$ cat src/rtl/debounce_pkg.sv
// Shared types and defaults for the debouncer: FSM state encoding, default timing,
// and the elaboration-time counter-width legality check.
package debounce_pkg;

  typedef enum logic [1:0] {
    ST_LO   = 2'b00,
    WAIT_HI = 2'b01,
    ST_HI   = 2'b10,
    WAIT_LO = 2'b11
  } state_t;

  localparam int DEF_STABLE_CYCLES = 50000;
  localparam int DEF_CNT_W         = 16;

  // The counter must be able to hold STABLE_CYCLES-1 without wrapping.
  function automatic bit cnt_w_ok(input int stable_cycles, input int cnt_w);
    return (cnt_w > 0) && (cnt_w < 32) && ((64'd1 << cnt_w) > 64'(stable_cycles));
  endfunction

endpackage

$ cat src/rtl/sync_2ff.sv
// Two-flop synchroniser for an asynchronous level; 2-edge latency, no backpressure.
module sync_2ff (
  input  logic clk,
  input  logic rst,
  input  logic d,
  output logic q
);

  logic meta;

  always_ff @(posedge clk or negedge rst) begin
    if (!rst) begin
      meta <= 1'b0;
      q    <= 1'b0;
    end else begin
      meta <= d;
      q    <= meta;
    end
  end

endmodule

$ cat src/rtl/debounce_edge.sv
// Debounces a raw async input into q_level with one-cycle rise/fall strobes.
// Latency 1+STABLE_CYCLES edges after capture into the synchroniser; no backpressure.
module debounce_edge
  import debounce_pkg::*;
#(
  parameter int STABLE_CYCLES = DEF_STABLE_CYCLES,
  parameter int CNT_W         = DEF_CNT_W
) (
  input  logic clk,
  input  logic rst,
  input  logic din,
  output logic q_level,
  output logic rise,
  output logic fall,
  output logic busy
);

  if (!cnt_w_ok(STABLE_CYCLES, CNT_W) || (STABLE_CYCLES < 2)) begin : g_bad_param
    $fatal(1, "debounce_edge: STABLE_CYCLES must be >= 2 and fit in CNT_W bits");
  end

  localparam logic [CNT_W-1:0] CNT_LAST = CNT_W'(STABLE_CYCLES - 1);
  localparam logic [CNT_W-1:0] CNT_ONE  = CNT_W'(1);

  logic             sync2;
  logic [CNT_W-1:0] cnt;
  state_t           state;

  sync_2ff u_sync (
    .clk (clk),
    .rst (rst),
    .d   (din),
    .q   (sync2)
  );

  // Any reversion of sync2 while waiting drops back to the settled state,
  // so a glitch restarts qualification from zero.
  always_ff @(posedge clk or negedge rst) begin
    if (!rst) begin
      state   <= ST_LO;
      cnt     <= '0;
      q_level <= 1'b0;
      rise    <= 1'b0;
      fall    <= 1'b0;
      busy    <= 1'b0;
    end else begin
      rise <= 1'b0;
      fall <= 1'b0;
      case (state)
        ST_LO: begin
          if (sync2) begin
            state <= WAIT_HI;
            cnt   <= CNT_ONE;
            busy  <= 1'b1;
          end else begin
            cnt <= '0;
          end
        end
        WAIT_HI: begin
          if (!sync2) begin
            state <= ST_LO;
            cnt   <= '0;
            busy  <= 1'b0;
          end else if (cnt == CNT_LAST) begin
            state   <= ST_HI;
            q_level <= 1'b1;
            rise    <= 1'b1;
            cnt     <= '0;
            busy    <= 1'b0;
          end else begin
            cnt <= cnt + CNT_ONE;
          end
        end
        ST_HI: begin
          if (!sync2) begin
            state <= WAIT_LO;
            cnt   <= CNT_ONE;
            busy  <= 1'b1;
          end else begin
            cnt <= '0;
          end
        end
        WAIT_LO: begin
          if (sync2) begin
            state <= ST_HI;
            cnt   <= '0;
            busy  <= 1'b0;
          end else if (cnt == CNT_LAST) begin
            state   <= ST_LO;
            q_level <= 1'b0;
            fall    <= 1'b1;
            cnt     <= '0;
            busy    <= 1'b0;
          end else begin
            cnt <= cnt + CNT_ONE;
          end
        end
        default: begin
          state <= ST_LO;
          cnt   <= '0;
          busy  <= 1'b0;
        end
      endcase
    end
  end

endmodule
$ cat config.mk
export PLATFORM = sky130hd
export DESIGN_NAME = debounce_edge
export DESIGN_NICKNAME = d
export VERILOG_FILES = /design/src/rtl/debounce_pkg.sv /design/src/rtl/sync_2ff.sv /design/src/rtl/debounce_edge.sv
export SDC_FILE = /design/constraint.sdc
export NUM_CORES = 1
export LEC_CHECK = 0
export ABC_AREA = 1
export BUFFER_PORTS_ARGS = -buffer_cell sky130_fd_sc_hd__buf_2
export CORE_MARGIN = 3
export CORE_UTILIZATION = 50
export CTS_CLUSTER_SIZE = 40
export DETAILED_ROUTE_END_ITERATION = 8
export GPL_TIMING_DRIVEN = 0
export PLACE_DENSITY_LB_ADDON = 0.05
export SYNTH_ARGS = -nofsm -noshare
export SYNTH_HDL_FRONTEND = slang
export SYNTH_HIERARCHICAL = 1
export SYNTH_SLANG_ARGS = --single-unit
$ cat constraint.sdc
create_clock -name clk -period 1.45 [get_ports clk]
set_input_delay 0.29 -clock clk [delete_from_list [all_inputs] [get_ports clk]]
set_output_delay 0.29 -clock clk [all_outputs]
set_load 0.01 [all_outputs]
==> Yosys cells after proc, flatten, opt, wreduce, memory -nomap -nowiden <==
Index checks and enable logic that the tools add are counted.
{ "word_totals": {"in_bits": 3, "regBits": 24, "output_inout_bits": 4, "elab_cells": 55} }
{ "classes": {"muxes": 29, "eq_ne": 12, "add_sub_neg": 1, "n_reduce_logical": 5} }
{ "op_table": {"columns": ["operator", "n"], "rows": [
  ["$pmux 16 s4", 1],
  ["$mux 16", 3],
  ["$add 16x1->16 const B", 1],
  ["$eq 16x16->1 const B", 1],
  ["$mux 1", 16],
  ["$mux 2", 6],
  ["$ne 2x2->1 const B", 4],
  ["$pmux 2 s4", 1],
  ["$reduce_and 5->1", 1],
  ["$eq 2x2->1 const B", 2],
  ["$ne 2x1->1 const B", 2],
  ["$pmux 1 s4", 1],
  ["$reduce_and 4->1", 1],
  ["$ne 3x2->1 const B", 1],
  ["$ne 3x3->1 const B", 1],
  ["$eq 2x1->1 const B", 1],
  ["$logic_not 2->1", 1],
  ["$pmux 1 s2", 1],
  ["$reduce_and 2->1", 1],
  ["$reduce_bool 2->1", 1]
]} }

==> Longest topological paths before layout <==
{ "depth": {"word_depth": 4, "mapped_depth": 9} }

==> Hierarchy <==
The synthesis kept the hierarchy.
{ "modules_own_cells": {"columns": ["mod", "area_per_inst_um2", "cells_per_inst", "n_inst", "seq_area_each_um2"], "rows": [
  ["debounce_edge", 1182.4, 165, 1, 550.5],
  ["sync_2ff", 50.0, 2, 1, 50.0]
]} }

==> Worst setup path before layout <==
No wires, ideal clock.
{ "synth_path": {"kind": "reg-to-reg", "from": "register cnt[0]", "to": "register cnt[14]", "slack_ns": 0.224, "arrival_ns": 1.154, "path_stages_with_launch": 10, "setup_time_ns": 0.071, "period_less_slack_ns": 1.226, "cell_sequence": "dfrtp_1 -> ha_1 -> nand2_1 -> nor2_2 -> nand2_1 -> nor2_1 -> nand2_1 -> nand2_1 -> nand2_1 -> nor2_1"} }
{ "synth_via": {"elab_chain_cells": 4} }
{ "synth_lines": {"columns": ["item", "line_no", "text"], "rows": [
  ["from (decl)", "debounce_edge.sv:26", "logic [CNT_W-1:0] cnt;"],
  ["from (signal assigned)", "debounce_edge.sv:71", "cnt <= cnt + CNT_ONE;"],
  ["from (signal assigned)", "debounce_edge.sv:95", "cnt <= cnt + CNT_ONE;"],
  ["$add 16x1->16 / $eq 16x16->1 (equally long branches)", null, null],
  ["$mux 16 (*)", "debounce_edge.sv:64, debounce_edge.sv:88", null],
  ["$mux 16 (on tied branches)", "debounce_edge.sv:84, debounce_edge.sv:60", null],
  ["$pmux 16 s4 (*)", "debounce_edge.sv:49", "case (state)"]
]} }
Mark *: on every way between the ends. The rest lies on a longest branch, timed or not.
A chain may end at the register's enable or synchronous reset.

==> Worst setup path after layout <==
{ "layout_path": {"from": "register cnt[13]", "to": "register cnt[10]"} }
{ "layout_via": {"elab_chain_cells": 4} }
{ "layout_lines": {"columns": ["item", "line_no"], "rows": [
  ["$eq 16x16->1 (*)", "debounce_edge.sv:64, debounce_edge.sv:88"],
  ["$mux 16 (*)", "debounce_edge.sv:64, debounce_edge.sv:88"],
  ["$mux 16 (on tied branches)", "debounce_edge.sv:84, debounce_edge.sv:60"],
  ["$pmux 16 s4 (*)", "debounce_edge.sv:49"]
]} }
Marks and branches as above.

==> results.txt <==
- Number of vias per cell: 4.918
- When the netlist entered floorplanning its net count stood at 171.
* DP Area: 1297 um^2
* Slew headroom: 0.6443
* Layout fillers: 198
- The number of global-route vias before repair was 994.
* Clock tree from TritonCTS: yes
* Worst slack after detailed placement: 10.45 ps
* Area of the die: 3096 um^2
- Entering global routing, the biggest net connects 25 pins.
- Post-synthesis sequential element count: 24
* Run status: finished, final reports clean
* Overall overflow remaining after global route: 0
- For this configuration, the core starts out at a cell density of 0.5415.
- Summing over every cut layer, the via total after detailed routing is 1023.
- The routed design has 2326 um of wire.
- Overall power of the completed layout: 0.001089 W
- The net count of the finished layout is 186.
* Number of optimization iterations in the first detailed-route pass: 4
- H-Tree Level Count: 1
- Final routed DRC violation total: 0
* Seq. cell area: 603.1 um^2
* Wire length of the first global-routing pass: 4008 um
* Final GP Congestion: 0.8500
- I/O pin count: 7
- Multi-input gate area: 603.1 um^2
- The max-slew violation count was 0.
* Clk slew on worst S/H paths: 120 ps
- Number of violations of the max-capacitance limit: 0
- The worst-case IR drop observed on VDD is 558.0 uV.
- At the pin with the least slew margin, the transition time is 533.5 ps.
- Number of cells produced by synthesis: 167
* CP arrival: 1570 ps
- Max stage delay on crit path: 450 ps
- The netlist uses 18 different library cells.
- In this run the power density over the cells is 764.8 nW/um^2.
* Total core area: 2276 um^2
- Data required time of the critical path: 1660 ps
- Across the routed clock network, the largest skew measured is 1.851 ps.
- In this run the horizontal extent of the chip is 55.65 um.
- Number of buffers added by the clock tree synthesis step: 3
- Fraction of layout instances using a drive strength above 1: 0.1611
* Slowest library cell on the worst path: sky130_fd_sc_hd__dfrtp_1
- Counting stages on the worst path, the most repeated cell is sky130_fd_sc_hd__nor2_1.
- The area growth from synthesis to layout is 15.53%.
- Routed WL per cell: 11.18 um
- In the global route stage, overall resource usage came out at 0.1601.
* Avg Inst Size Synth: 7.380 um^2
* Placement Rows: 17
* Total half-perimeter wirelength after legalization and detailed placement: 1748 um
- The repair_antennas step left the layout with diodes totalling 0.
- Count of endpoints failing setup in the final report: 0
- The worst path in the final design needs a cycle of 1360 ps, including I/O delays and setup.
- Number of sinks handled by clock tree synthesis: 24
- In this run the static leakage power is 0.6765 nW.
- Class of the most critical setup path: reg2reg
- The worst setup path is captured at a flip-flop.
* Count of port buffers added during placement: 6
* Top achievable clock speed: 0.7354 GHz
- Worst min path class: in2reg
- The root buffer cell chosen for the clock tree is sky130_fd_sc_hd__clkbuf_4.
- Once detail routing completed, the nets flagged for antenna violations numbered 0.
- Once layout is done, the placed cells without fillers occupy 1424 um^2.
- In this run the worst path has a maximum fanout of 10.
- Clock Path Buffers: 2
* Die Height: 55.65 um
- STA classifies the critical path startpoint as a flip-flop.
- Clk_lat worst skew: 300 ps
- Final count of hold timing violations: 0
* Antenna violations before repair: 0
- Of the available clock period, the critical path in the final layout requires 0.9378.
- Across all setup checks in the final design, the least slack found is 90.19 ps.
* Synthesized cell area: 1232 um^2
- For this run, the number of Yosys warnings is 6.
* Worst path cell trace: nor2_1 > nand2_1 > nor2_1 > nand2_1 > nand2_4 > buf_6 > nor2_1
- The first routing iteration left 18 violations.
* Part of the Yosys area used for sequential elements: 0.4873
[what timing repair did]
action                                 in CTS  in global routing
setup endpoints to repair                   2                 18
setup buffers                               0                  3
endpoints found under the hold margin      24                  0
pin swaps                                   0                  4
resized for setup                           2                 17
hold buffers                                1                  0
[placed cells by master, fill, tap and decap left out, drive strengths merged]
| master | Yosys | final |
|---|---|---|
| nand4 | 3 | 3 |
| xor2 | 3 | 3 |
| dlygate4sd3 | 0 | 1 |
| a21oi | 3 | 3 |
| clkbuf | 0 | 3 |
| nor2 | 40 | 40 |
| dfrtp | 24 | 24 |
| ha | 1 | 1 |
| a21boi | 1 | 1 |
| nand2 | 47 | 47 |
| inv | 22 | 22 |
| o21bai | 3 | 3 |
| nand3 | 10 | 10 |
| nor3 | 5 | 5 |
| clkinv | 1 | 1 |
| nor3b | 1 | 1 |
| o21ai | 2 | 2 |
| buf | 1 | 10 |
[metrics by stage]
| stage | util | TNS, ps | std cells | hold WS [ps] |
|---|---|---|---|---|
| finish | 0.6256 | 0 | 208 | 81.32 |
| floorplan | - | 0 | 167 | -5.591 |
| global placement | 0.5701 | 0 | 201 | 297.7 |
| CTS | 0.5877 | 0 | 205 | 77.37 |
| global route | 0.6256 | -62.34 | 208 | 69.62 |
| detailed placement | 0.5701 | 0 | 201 | 300.8 |
[Yosys cell counts]
library cell,number,area [um^2]
sky130_fd_sc_hd__xor2_1,3,26.28
sky130_fd_sc_hd__dfrtp_1,24,600.6
sky130_fd_sc_hd__o21ai_0,2,10.01
sky130_fd_sc_hd__nand2_2,1,6.260
sky130_fd_sc_hd__nand4_1,3,18.77
sky130_fd_sc_hd__nor3b_1,1,7.510
sky130_fd_sc_hd__ha_1,1,12.51
sky130_fd_sc_hd__buf_6,1,11.26
sky130_fd_sc_hd__nor2_2,4,25.02
sky130_fd_sc_hd__clkinv_1,1,3.750
sky130_fd_sc_hd__o21bai_1,3,22.52
sky130_fd_sc_hd__nor3_1,5,25.02
sky130_fd_sc_hd__nor2_1,36,135.1
sky130_fd_sc_hd__a21boi_0,1,7.510
sky130_fd_sc_hd__nand3_1,10,50.05
sky130_fd_sc_hd__inv_1,22,82.58
sky130_fd_sc_hd__a21oi_1,3,15.01
sky130_fd_sc_hd__nand2_1,46,172.7
[layer usage]
layer / global-route usage / wire length, um / vias up
met2: 0.2821 / 1167 / 8
met1: 0.1956 / 1080 / 471
met4: 0.06250 / 13 / 0
met5: 0 / 0 / -
met3: 0.02320 / 64 / 2
li1: - / - / 542
[state kept, by name (all words and copies together), names as in the netlist, named ones only]
name and count:
cnt 16, busy 1, fall 1, q_level 1, rise 1, state 1, u_sync/meta 1, u_sync/q 1
[worst max-delay path: cells and delay by family (launching register included)]
family	cells	cell delay (ps)
AND/OR/NAND/NOR	6	650
flip-flops	1	450
buffers and inverters	1	150
[worst paths after layout]
kind | start | endpoint | slack [ps] | cells after the start
worst max-delay path | cnt[13] | cnt[10] | 90 | 7
worst min-delay path | din | u_sync/meta | 80 | 1
worst max register to register | cnt[13] | cnt[10] | 90 | 7
worst min register to register | u_sync/meta | u_sync/q | 370 | 0
max in group asynchronous | rst | cnt[2] | 580 | 2
min in group asynchronous | rst | cnt[7] | 490 | 2
[report_power, final]
part	internal, W	leakage, nW	switching [W]
registers	0.000690	0.322	0.0000188
clock network	0.0000969	0.0138	0.000182
logic	0.0000379	0.341	0.0000635
total	0.000825	0.677	0.000264
[layout make-up]
type,instances,share of cell area
plain buffers,1,0.007909
clock buffers,3,0.01582
inverters,23,0.06063
multi-input cells,119,0.4235
flip-flops and latches,24,0.4235
well taps,28,0.02460
repair buffers,10,0.04394
[cells by family (layout without fill, tap and decap cells)]
group	count (synthesis)	count (layout)	synth area share
and+or+nand+nor	106	106	0.3574
buffers and inverters	24	37	0.07918
AOI/OAI and AO/OA	9	9	0.04467
DFF	24	24	0.4873
adders and majority gates	1	1	0.01015
xor gates and xnor gates	3	3	0.02132
Note: power is estimated with default switching activity, not from simulation.
